===== src/rtl/mem_ctrl_pkg.sv =====
// Shared defaults, BIST state encoding and the address-derived test pattern
// used by the BRAM self-test master.
package mem_ctrl_pkg;

  localparam int unsigned ADDR_W_DEF = 17;
  localparam int unsigned DATA_W_DEF = 8;

  typedef enum logic [2:0] {
    IDLE    = 3'd0,
    WRITE   = 3'd1,
    RD_REQ  = 3'd2,
    RD_WAIT = 3'd3,
    FIN     = 3'd4
  } bist_state_e;

  // Folding all address bytes into the pattern makes aliased address lines
  // show up as data mismatches.
  function automatic logic [7:0] pat(input logic [16:0] a, input logic [7:0] seed);
    return a[7:0] ^ a[15:8] ^ {7'b0, a[16]} ^ seed;
  endfunction

endpackage


===== src/rtl/mem_bist_master.sv =====
// BRAM self-test master: writes pat(a) over [base, last], reads it back one
// request at a time, and reports mismatches/timeouts.
module mem_bist_master
  import mem_ctrl_pkg::*;
#(
  parameter int unsigned ADDR_W  = ADDR_W_DEF,
  parameter int unsigned DATA_W  = DATA_W_DEF,
  parameter int unsigned TIMEOUT = 16
) (
  input  logic              clk,
  input  logic              rst_n,
  input  logic              start,
  input  logic [ADDR_W-1:0] base_addr,
  input  logic [ADDR_W-1:0] last_addr,
  input  logic [DATA_W-1:0] seed,
  output logic              en,
  output logic              wr,
  output logic [ADDR_W-1:0] addr_out,
  output logic [DATA_W-1:0] wdata_out,
  input  logic [DATA_W-1:0] rdata_in,
  input  logic              rdata_rdy,
  output logic              busy,
  output logic              done,
  output logic              pass,
  output logic [15:0]       err_cnt,
  output logic [ADDR_W-1:0] first_err_addr
);

  localparam int unsigned       TMO_W    = $clog2(TIMEOUT + 1);
  localparam logic [TMO_W-1:0]  TMO_LAST = TMO_W'(TIMEOUT - 1);
  localparam logic [15:0]       ERR_MAX  = '1;

  bist_state_e       state;
  logic [ADDR_W-1:0] a;
  logic [ADDR_W-1:0] base_r;
  logic [ADDR_W-1:0] last_r;
  logic [DATA_W-1:0] seed_r;
  logic [TMO_W-1:0]  tmo_cnt;
  logic [15:0]       err_r;
  logic [ADDR_W-1:0] first_err_r;

  logic [DATA_W-1:0] exp_data;
  logic              at_last;
  logic              rd_hit;
  logic              rd_timeout;
  logic              rd_done;
  logic              err_evt;

  assign exp_data = DATA_W'(pat(17'(a), 8'(seed_r)));

  // Data arriving on the final wait cycle wins over the timeout.
  always_comb begin
    at_last    = (a == last_r);
    rd_hit     = (state == RD_WAIT) && rdata_rdy;
    rd_timeout = (state == RD_WAIT) && !rdata_rdy && (tmo_cnt == TMO_LAST);
    rd_done    = rd_hit || rd_timeout;
    err_evt    = (rd_hit && (rdata_in != exp_data)) || rd_timeout;
  end

  always_comb begin
    en        = 1'b0;
    wr        = 1'b0;
    addr_out  = '0;
    wdata_out = '0;
    case (state)
      WRITE: begin
        en        = 1'b1;
        wr        = 1'b1;
        addr_out  = a;
        wdata_out = exp_data;
      end
      RD_REQ: begin
        en       = 1'b1;
        addr_out = a;
      end
      default: ;
    endcase
  end

  assign busy           = (state == WRITE) || (state == RD_REQ) || (state == RD_WAIT);
  assign done           = (state == FIN);
  assign pass           = (state == FIN) && (err_r == '0);
  assign err_cnt        = err_r;
  assign first_err_addr = first_err_r;

  always_ff @(posedge clk) begin
    if (!rst_n) begin
      state       <= IDLE;
      a           <= '0;
      base_r      <= '0;
      last_r      <= '0;
      seed_r      <= '0;
      tmo_cnt     <= '0;
      err_r       <= '0;
      first_err_r <= '0;
    end else begin
      case (state)
        IDLE, FIN: begin
          if (start) begin
            base_r  <= base_addr;
            last_r  <= last_addr;
            seed_r  <= seed;
            a       <= base_addr;
            tmo_cnt <= '0;
            // An inverted range is reported as a single error without touching memory.
            if (base_addr > last_addr) begin
              err_r       <= 16'd1;
              first_err_r <= base_addr;
              state       <= FIN;
            end else begin
              err_r       <= '0;
              first_err_r <= '0;
              state       <= WRITE;
            end
          end
        end
        WRITE: begin
          if (at_last) begin
            a     <= base_r;
            state <= RD_REQ;
          end else begin
            a <= a + 1'b1;
          end
        end
        RD_REQ: begin
          tmo_cnt <= '0;
          state   <= RD_WAIT;
        end
        RD_WAIT: begin
          if (rd_done) begin
            if (at_last) begin
              state <= FIN;
            end else begin
              a     <= a + 1'b1;
              state <= RD_REQ;
            end
          end else begin
            tmo_cnt <= tmo_cnt + 1'b1;
          end
          if (err_evt) begin
            if (err_r != ERR_MAX) err_r <= err_r + 1'b1;
            if (err_r == '0) first_err_r <= a;
          end
        end
        default: state <= IDLE;
      endcase
    end
  end

endmodule


===== config.mk =====
export PLATFORM = sky130hd
export DESIGN_NAME = mem_bist_master
export DESIGN_NICKNAME = d
export VERILOG_FILES = /design/src/rtl/mem_ctrl_pkg.sv /design/src/rtl/mem_bist_master.sv
export SDC_FILE = /design/constraint.sdc
export NUM_CORES = 1
export LEC_CHECK = 0
export ABC_AREA = 1
export CAP_MARGIN = 20
export CORE_MARGIN = 2
export CORE_UTILIZATION = 46
export DETAILED_ROUTE_END_ITERATION = 6
export PLACE_DENSITY_LB_ADDON = 0.15
export SETUP_SLACK_MARGIN = 0.05
export SLEW_MARGIN = 15
export SYNTH_ARGS = -nofsm -noshare
export SYNTH_HDL_FRONTEND = slang
export SYNTH_SLANG_ARGS = --single-unit

===== constraint.sdc =====
create_clock -name clk -period 4.1 [get_ports clk]
set_input_delay 0.82 -clock clk [delete_from_list [all_inputs] [get_ports clk]]
set_output_delay 0.82 -clock clk [all_outputs]
set_load 0.02 [all_outputs]

==> results.json <==
{
  "nets": 1186,
  "synthesis.nets": 1103,
  "slowest_delay_ns": 0.63,
  "vias_per_cell": 5.16,
  "end_kind": "output pin",
  "syn_to_final_growth_pct": 22.4,
  "worst_ir_drop_vdd_mv": 0.275,
  "num_antenna_cells": 0,
  "dp_slack_ns": 0.724,
  "grt_pass1_wl_um": 31500,
  "fin_crit_sh_pct": 79.4,
  "ys_seq_elements": 100,
  "synth_compound_area_share_pct": 14.3,
  "cts_buffer_depth": 2,
  "cp.required_ns": 3.28,
  "wirelength_um": 19800,
  "multiInputGateArea_um2": 3700,
  "layout-drive-gt1-share_pct": 6.74,
  "rsz0062_at_grt": "no",
  "die_w_um": 123,
  "final_common_cell": "nand2_1",
  "synthSimpleGateAreaFrac_pct": 33.3,
  "dpl.hpwl_um": 14500,
  "postCtsSetupBuffers": 0,
  "synth_xor_xnor_area_share_pct": 4.70,
  "startpoint_type": "flop",
  "syn_avg_cell_area_um2": 6.35,
  "setup_tns_ns": 0,
  "overflow": 0,
  "setup_violations": 0,
  "insertion_delay_ns": 0.36,
  "timing.final.ws_setup_ns": 0.844,
  "cts_buffers": 9,
  "fillerInstances": 1427,
  "crit_type": "flop to output pin",
  "relSlewSlack_pct": 43.5,
  "reg2reg_depth": 8,
  "yosysWarnings": 0,
  "min_path_cells": 2,
  "drc": 0,
  "grt_usage_pct": 27.0,
  "drtIter0Drc": 654,
  "cts_tree": "built",
  "num_vias": 6670,
  "syn-cell-area_um2": 6520,
  "synth_top_family_by_area": "simple AND/OR/NAND/NOR gates",
  "hp-class": "flop to flop",
  "grt_pass1_vias": 5870,
  "cp_slowest_cell": "clkdlybuf4s50_1",
  "antenna_left": 0,
  "synth_edf_count": 0,
  "crit_arrival_ns": 2.44,
  "power_uw": 3640,
  "finalHoldViolations": 0,
  "htree_levels": 3,
  "synthCells": 1027,
  "synth_cell_types": 39,
  "period_minus_slack_ns": 3.26,
  "power.density_nw_per_um2": 456,
  "ff_latch_area_um2": 2000,
  "root_buffer": "clkbuf_16",
  "die_h_um": 123,
  "die_area_um2": 15100,
  "final_cell_mix": "nand2_1, inv_1, nor2_1",
  "timing.fmax_mhz": 307,
  "gp_congestion": 0.945,
  "final-max-slew-violation-count": 0,
  "leakage_uw": 0.00354,
  "cap_violations": 0,
  "io_buffers": 116,
  "crit_chain": "inv_2 -> nor2_1 -> clkinv_1 -> nor2_4 -> inv_2 -> nand2_1 -> inv_2 -> nor2_1 -> clkdlybuf4s50_1",
  "worst-path-max-fanout": 18,
  "async_flop_share_pct": 0,
  "synth_top_flop_cell": "dfxtp_1",
  "run_status": "finished clean",
  "io_pins": 117,
  "rows": 43,
  "synth_fa_ha_area_share_pct": 4.22,
  "cp_top_family": "buffers and inverters",
  "clk_pin_slew_worst_paths_ns": 0.07,
  "cts.repair.resized": 0,
  "wl_per_cell_um": 15.4,
  "cp.depth": 9,
  "firstDrtPassIters": 5,
  "antenna_found_initial": 0,
  "cts_sinks": 100,
  "synthMuxAreaShare_pct": 0,
  "crit_buf_inv": 5,
  "start_util_pct": 47.0,
  "skew_ns": 0.0104,
  "grt_start_max_net_pins": 69,
  "yosysSeqAreaShare_pct": 30.7,
  "path_common_cell": "inv_2",
  "tightest_slew_ns": 0.846,
  "postCtsHoldBufs": 0,
  "coreArea_um2": 13900
}
-- sequential cells by signal (all words and copies together), names as in the netlist --
signal,flops
first_err_addr,17
last_r,17
a,17
seed_r,8
state,3
err_cnt,16
base_r,17
tmo_cnt,5
-- report_power, final --
part,internal (µW),switching (µW)
Sequential,1130,162
Combinational,542,953
Clock,478,377
Total,2150,1490
-- worst paths after layout --
| path | start | end | slack [ns] |
|---|---|---|---|
| worst min-delay path | seed_r[5]$_SDFFE_PN0P_ | seed_r[5]$_SDFFE_PN0P_ | 0.47 |
| worst max-delay path | state[0]$_SDFFE_PN0P_ | addr_out[16] | 0.84 |
| worst max register to register | state[2]$_SDFFE_PN0P_ | first_err_addr[6]$_SDFFE_PN0P_ | 1.45 |
| worst min register to register | seed_r[5]$_SDFFE_PN0P_ | seed_r[5]$_SDFFE_PN0P_ | 0.47 |
-- metal layers --
metal / global-route usage [%] / wire length, µm / share of wire (%)
met1: 40.0 / 9370 / 47
met2: 39.4 / 8430 / 42
met3: 4.61 / 1660 / 8.3
met4: 9.23 / 392 / 2.0
met5: 0 / 0 / 0
-- through the flow --
| step | instances | utilization (%) | area (µm²) | hold slack (ns) |
|---|---|---|---|---|
| final | 1292 | 57.5 | 7980 | 0.470 |
| after global routing | 1292 | 57.5 | 7980 | 0.501 |
| after CTS | 1292 | 57.5 | 7980 | 0.475 |
| after detailed placement | 1279 | 55.5 | 7700 | 0.465 |
| after global placement | 1278 | 55.3 | 7670 | 0.456 |
| after floorplan | 1027 | - | 6520 | 0.444 |
-- synthesized netlist by cell type (3+ instances only) --
cell type	instances	share of area, %
nand2_1	257	15
inv_1	135	7.8
nor2_1	127	7.3
a21oi_1	102	7.8
dfxtp_1	100	31
o21ai_0	51	3.9
nand3_1	37	2.8
xor2_1	27	3.6
clkbuf_1	23	1.3
ha_1	22	4.2
o22ai_1	16	1.5
inv_2	14	0.81
buf_2	12	0.92
nand4_1	12	1.2
nor2_2	12	1.2
nand3b_1	9	1.0
nand3_2	8	1.2
xnor2_1	8	1.1
buf_6	6	1.0
nor3_1	6	0.46
buf_4	5	0.58
nand2_2	5	0.48
or2_2	4	0.38
and2_1	3	0.29
nor3_2	3	0.46
o211ai_1	3	0.35
-- cell families (layout without fill, tap and decap cells) --
family | count (synthesis) | in the layout
flops | 100 | 100
simple gates | 493 | 493
xor+xnor | 35 | 35
buf+inv | 199 | 284
compound gates | 178 | 178
fa+ha+maj | 22 | 22
-- final cells by class --
| cell class | count | area share, % |
|---|---|---|
| clock buffer | 10 | 3.00 |
| inverter | 150 | 7.06 |
| sequential | 100 | 25.1 |
| clock inverter | 3 | 0.502 |
| timing repair buffer | 121 | 15.2 |
| tap | 180 | 2.82 |
| multi-input combinational | 728 | 46.3 |
-- worst min-delay path, cell delays in order (launching register included) --
cell	delay, ns
dfxtp_1	0.31
inv_1	0.06
a21oi_1	0.05
(Power assumes the default switching activity.)
